===== config.mk =====
export PLATFORM = sky130hd
export DESIGN_NAME = writeback_queue_flat
export DESIGN_NICKNAME = d
export VERILOG_FILES = /design/src/rtl/writeback_queue_if.sv /design/src/rtl/writeback_queue.sv /design/src/flat_wrapper.sv
export SDC_FILE = /design/constraint.sdc
export NUM_CORES = 1
export LEC_CHECK = 0
export ABC_CLOCK_PERIOD_IN_PS = 4230
export CORE_ASPECT_RATIO = 0.9
export CORE_UTILIZATION = 50
export DETAILED_ROUTE_END_ITERATION = 7
export PLACE_DENSITY = 0.78
export SYNTH_ARGS = -nofsm -noshare
export SYNTH_HDL_FRONTEND = slang
export SYNTH_SLANG_ARGS = --single-unit
export TNS_END_PERCENT = 1

===== constraint.sdc =====
create_clock -name clk -period 4.23 [get_ports clk]
set_input_delay 0.6345 -clock clk [delete_from_list [all_inputs] [get_ports clk]]
set_output_delay 0.6345 -clock clk [all_outputs]
set_load 0.02 [all_outputs]

===== src/rtl/writeback_queue_if.sv =====
// Handshake, register-file write and forwarding signals of writeback_queue.
// The slave modport is the queue side; the master modport is the producer/consumer side.
interface writeback_queue_if #(
  parameter int DEPTH  = 4,
  parameter int DATA_W = 16,
  parameter int ADDR_W = 3
);
  localparam int CW = $clog2(DEPTH) + 1;

  logic              in_valid;
  logic [ADDR_W-1:0] in_addr;
  logic [DATA_W-1:0] in_data;
  logic              in_ready;
  logic              stall;
  logic              flush;
  logic              write;
  logic [ADDR_W-1:0] write_address;
  logic [DATA_W-1:0] write_data;
  logic [ADDR_W-1:0] fwd_addr_1;
  logic [ADDR_W-1:0] fwd_addr_2;
  logic              fwd_hit_1;
  logic              fwd_hit_2;
  logic [DATA_W-1:0] fwd_data_1;
  logic [DATA_W-1:0] fwd_data_2;
  logic [CW-1:0]     count;

  modport slave (
    input  in_valid, in_addr, in_data, stall, flush, fwd_addr_1, fwd_addr_2,
    output in_ready, write, write_address, write_data,
           fwd_hit_1, fwd_hit_2, fwd_data_1, fwd_data_2, count
  );

  modport master (
    output in_valid, in_addr, in_data, stall, flush, fwd_addr_1, fwd_addr_2,
    input  in_ready, write, write_address, write_data,
           fwd_hit_1, fwd_hit_2, fwd_data_1, fwd_data_2, count
  );
endinterface


===== src/rtl/writeback_queue.sv =====
// Register write-back FIFO with optional pending-write forwarding.
// Define WBQ_BYPASS_EN to build the forwarding comparators; otherwise fwd_* are tied to 0.
module writeback_queue #(
  parameter int DEPTH  = 4,
  parameter int DATA_W = 16,
  parameter int ADDR_W = 3
) (
  input  logic               clk,
  input  logic               rst_n,
  writeback_queue_if.slave   bus
);
  localparam int PW = $clog2(DEPTH);
  localparam int CW = PW + 1;

  logic [ADDR_W-1:0] addr_q [DEPTH];
  logic [DATA_W-1:0] data_q [DEPTH];
  logic [PW-1:0]     head_q, head_d;
  logic [PW-1:0]     tail_q, tail_d;
  logic [CW-1:0]     count_q, count_d;
  logic              push, pop, not_empty;

  assign not_empty         = (count_q != '0);
  assign bus.in_ready      = (count_q != CW'(DEPTH));
  assign bus.write         = not_empty && !bus.stall;
  assign bus.write_address = not_empty ? addr_q[head_q] : '0;
  assign bus.write_data    = not_empty ? data_q[head_q] : '0;
  assign bus.count         = count_q;

  assign push = bus.in_valid && bus.in_ready && !bus.flush;
  assign pop  = bus.write && !bus.flush;

  always_comb begin
    head_d  = head_q;
    tail_d  = tail_q;
    count_d = count_q;
    if (bus.flush) begin
      head_d  = '0;
      tail_d  = '0;
      count_d = '0;
    end else begin
      if (pop)  head_d = head_q + 1'b1;
      if (push) tail_d = tail_q + 1'b1;
      count_d = count_q + CW'(push) - CW'(pop);
    end
  end

  always_ff @(posedge clk or negedge rst_n) begin
    if (!rst_n) begin
      head_q  <= '0;
      tail_q  <= '0;
      count_q <= '0;
      for (int i = 0; i < DEPTH; i++) begin
        addr_q[i] <= '0;
        data_q[i] <= '0;
      end
    end else begin
      head_q  <= head_d;
      tail_q  <= tail_d;
      count_q <= count_d;
      if (push) begin
        addr_q[tail_q] <= bus.in_addr;
        data_q[tail_q] <= bus.in_data;
      end
    end
  end

`ifdef WBQ_BYPASS_EN
  // Walk from head (oldest) to tail; later matches overwrite, so the youngest wins.
  function automatic logic [DATA_W:0] lookup(input logic [ADDR_W-1:0] a);
    logic [DATA_W:0] r;
    logic [PW-1:0]   idx;
    r = '0;
    for (int i = 0; i < DEPTH; i++) begin
      idx = head_q + PW'(i);
      if ((CW'(i) < count_q) && (addr_q[idx] == a)) r = {1'b1, data_q[idx]};
    end
    return r;
  endfunction

  always_comb begin
    {bus.fwd_hit_1, bus.fwd_data_1} = lookup(bus.fwd_addr_1);
    {bus.fwd_hit_2, bus.fwd_data_2} = lookup(bus.fwd_addr_2);
  end
`else
  assign bus.fwd_hit_1  = 1'b0;
  assign bus.fwd_hit_2  = 1'b0;
  assign bus.fwd_data_1 = '0;
  assign bus.fwd_data_2 = '0;
`endif
endmodule


===== src/flat_wrapper.sv =====
// flat-port wrapper written by rule: the top's interface ports become plain ports
module writeback_queue_flat 
#(
  parameter int DEPTH  = 4,
  parameter int DATA_W = 16,
  parameter int ADDR_W = 3
)
  (clk, rst_n, bus_in_valid, bus_in_addr, bus_in_data, bus_stall, bus_flush, bus_fwd_addr_1, bus_fwd_addr_2, bus_in_ready, bus_write, bus_write_address, bus_write_data, bus_fwd_hit_1, bus_fwd_hit_2, bus_fwd_data_1, bus_fwd_data_2, bus_count);
  writeback_queue_if #(.DEPTH(DEPTH), .DATA_W(DATA_W), .ADDR_W(ADDR_W)) bus_i ();
  input  logic clk;
  input  logic rst_n;
  input wire logic [$bits(bus_i.in_valid)-1:0] bus_in_valid;
  input wire logic [$bits(bus_i.in_addr)-1:0] bus_in_addr;
  input wire logic [$bits(bus_i.in_data)-1:0] bus_in_data;
  input wire logic [$bits(bus_i.stall)-1:0] bus_stall;
  input wire logic [$bits(bus_i.flush)-1:0] bus_flush;
  input wire logic [$bits(bus_i.fwd_addr_1)-1:0] bus_fwd_addr_1;
  input wire logic [$bits(bus_i.fwd_addr_2)-1:0] bus_fwd_addr_2;
  output wire logic [$bits(bus_i.in_ready)-1:0] bus_in_ready;
  output wire logic [$bits(bus_i.write)-1:0] bus_write;
  output wire logic [$bits(bus_i.write_address)-1:0] bus_write_address;
  output wire logic [$bits(bus_i.write_data)-1:0] bus_write_data;
  output wire logic [$bits(bus_i.fwd_hit_1)-1:0] bus_fwd_hit_1;
  output wire logic [$bits(bus_i.fwd_hit_2)-1:0] bus_fwd_hit_2;
  output wire logic [$bits(bus_i.fwd_data_1)-1:0] bus_fwd_data_1;
  output wire logic [$bits(bus_i.fwd_data_2)-1:0] bus_fwd_data_2;
  output wire logic [$bits(bus_i.count)-1:0] bus_count;
  assign bus_i.in_valid = bus_in_valid;
  assign bus_i.in_addr = bus_in_addr;
  assign bus_i.in_data = bus_in_data;
  assign bus_i.stall = bus_stall;
  assign bus_i.flush = bus_flush;
  assign bus_i.fwd_addr_1 = bus_fwd_addr_1;
  assign bus_i.fwd_addr_2 = bus_fwd_addr_2;
  assign bus_in_ready = bus_i.in_ready;
  assign bus_write = bus_i.write;
  assign bus_write_address = bus_i.write_address;
  assign bus_write_data = bus_i.write_data;
  assign bus_fwd_hit_1 = bus_i.fwd_hit_1;
  assign bus_fwd_hit_2 = bus_i.fwd_hit_2;
  assign bus_fwd_data_1 = bus_i.fwd_data_1;
  assign bus_fwd_data_2 = bus_i.fwd_data_2;
  assign bus_count = bus_i.count;
  writeback_queue #(.DEPTH(DEPTH), .DATA_W(DATA_W), .ADDR_W(ADDR_W)) u_core (.clk(clk), .rst_n(rst_n), .bus(bus_i));
endmodule

==> reports/metrics.yaml <==
maxCapViolCount: 0
initial_utilization_pct: 52.0
cts_tree: "done"
ctsLongestPathBuffers: 2
first_iter_violations: 50
pwr-share-comb_pct: 40.8
clkTransAtPathRegs_ns: 0.08
fmax_mhz: 305
layout_common_cells: "83 x dfrtp_1, 57 x mux2_2, 46 x clkdlybuf4s50_1"
p_int_w: 0.00230
n_antenna_cell: 0
fin_nets: 371
place_congestion: 0.702
cts.sinks: 83
relSlewSlack_pct: 31.5
avgSynthCellArea_um2: 14.8
hp-class: "in -> async"
drt-wirelength-per-cell_um: 16.8
finalSetupViolCount: 0
clkLatencyLatePin_ns: 0.35
dieArea_um2: 8840
coreArea_um2: 8150
worstPathMaxFanout: 16
fp.dieH_um: 89.3
grt_max_degree: 84
routed_wl_mm: 7.37
fin_crit_sh_pct: 77.4
grt_pass1_wl_mm: 11.9
final_common_cell: "dfrtp_1"
critPathArrivalTime_ns: 2.64
pwr-share-seq_pct: 40.2
row_count: 31
dr.pass1.iters: 4
skew_ns: 0.00704
clockRootBuffer: "clkbuf_8"
regArea_um2: 2080
rsz0062_at_grt: "false"
ant_nets: 0
status: "finished, final reports clean"
ys_seq_area_share_pct: 49.1
hpwl_mm: 4.56
synthToLayoutAreaGrowth_pct: 14.3
whs_ns: 0.449
cellLeakagePower_nw: 2.13
synth_warnings: 0
hold_violations: 0
rrSetupSlack_ns: 1.71
drc: 0
final.fill_count: 649
cts.repair.resized: 0
finalPower_w: 0.00333
start_kind: "register"
vias: 2303
cts_buffers: 9
power.switching_w: 0.00103
fin_tns_setup_ns: 0
post_cts_buffers: 0
ys_ff_latch: 83
antenna_found_initial: 0
grt_pass1_vias: 2254
port_buffers: 47
cts_hold_buf: 0
switching_share_pct: 31.0
ys_types: 30
critPathKind: "reg -> out"
tightest_slew_ns: 1.03
end_kind: "primary output"
placed_cell_area_um2: 4610
syn-instance-count: 287
vdd_drop_max_v: 0.000251
slew_violations: 0
vias_per_cell: 5.26
power_density_nw_per_um2: 689
multi_input_area_um2: 1890
period_needed_ns: 3.28
required_ns: 3.60
utilization_pct: 59.4
synth_area_um2: 4230
die_w_um: 99
boundaryPins: 88
track_usage_pct: 18.3
grt-ovfl-total: 0
cts_max_level: 3
layout-drive-gt1-share_pct: 36.0
pwr-share-clk_pct: 19.0
design_area_um2: 4840
==> power groups by stage <==
| stage | combinational (W) | clock [W] | sequential, W |
|---|---|---|---|
| finish | 0.00136 | 0.000634 | 0.00134 |
| global route | 0.00147 | 0.000679 | 0.00138 |
| CTS | 0.00138 | 0.000650 | 0.00134 |
| detailed placement | 0.00138 | 0 | 0.00134 |
| global placement | 0.00135 | 0 | 0.00132 |
| floorplan | 0.00101 | 0 | 0.00128 |
==> cell usage after synthesis <==
master,count,share of area (%)
or3_1,1,0.15
xnor2_1,1,0.21
and3_1,2,0.30
xor2_1,1,0.21
inv_1,5,0.44
fa_1,1,0.47
mux2_4,20,7.1
buf_4,36,6.4
nand2b_1,1,0.15
and2_2,2,0.35
clkbuf_1,5,0.44
conb_1,1,0.089
or3b_1,1,0.21
o21ai_0,2,0.24
a21oi_1,1,0.12
o31ai_1,1,0.18
dfrtp_1,83,49
nor3b_1,1,0.18
ha_1,6,1.8
nor3_1,2,0.24
buf_6,3,0.80
mux2_2,57,15
buf_12,2,0.95
buf_2,2,0.24
nor2b_1,22,3.3
nor2_1,5,0.44
nand3_2,2,0.47
mux4_2,19,10
nand3_1,1,0.12
nand4b_1,1,0.21
==> layout make-up <==
cell class	instances	area share (%)
flip-flops and latches	83	42.9
well taps	99	2.56
clock inverters	6	1.84
clock buffers	10	2.84
inverters	5	0.388
repair buffers	51	10.3
multi-input cells	184	39.2
==> worst max-delay path: stages (launching register included) <==
cell,delay (ns)
dfrtp_1,0.63
buf_4,0.39
mux4_2,0.56
nor2b_1,0.15
clkdlybuf4s50_1,0.57
==> routing by layer <==
layer | routed length, um | vias to the layer above | global-route usage, %
met5 | 0 | - | 0
met3 | 249 | 9 | 2.89
met2 | 3580 | 63 | 30.5
li1 | - | 1032 | -
met4 | 111 | 0 | 8.14
met1 | 3430 | 1199 | 24.3
==> worst paths after layout <==
kind,to,cells after the start,start
worst max-delay path,bus_write_data[11],4,u_core.head_q[0]$_DFFE_PN0P_
worst min-delay path,u_core.data_q[34]$_DFFE_PN0P_,1,rst_n
worst max register to register,u_core.bus.count[2]$_DFF_PN0_,9,u_core.bus.count[1]$_DFF_PN0_
worst min register to register,u_core.data_q[17]$_DFFE_PN0P_,1,u_core.data_q[17]$_DFFE_PN0P_
max in group asynchronous,u_core.data_q[45]$_DFFE_PN0P_,1,rst_n
min in group clk,u_core.data_q[17]$_DFFE_PN0P_,1,u_core.data_q[17]$_DFFE_PN0P_
==> cell families (layout without fill, tap and decap cells) <==
kind of cell	after synthesis	in the layout	synth area share [%]
simple gates	41	41	6.06
compound gates	4	4	0.532
fa+ha+maj	7	7	2.25
xor+xnor	2	2	0.414
buf+inv	53	72	9.25
flops	83	83	49.1
other cells	1	34	0.0886
mux	96	96	32.4
==> flip-flops by register name (all words and copies together) (netlist names) <==
name              flops
u_core.tail_q         2
u_core.bus.count      3
u_core.data_q        64
u_core.head_q         2
u_core.addr_q        12
==> metrics by stage <==
step           setup slack, ns  instances
2_1_floorplan             1.79        320
3_3_place_gp              1.25        422
3_5_place_dp              1.27        422
4_1_cts                  0.861        438
5_1_grt                  0.757        438
6_report                 0.955        438
No activity file was read; power rests on OpenSTA's default activity.
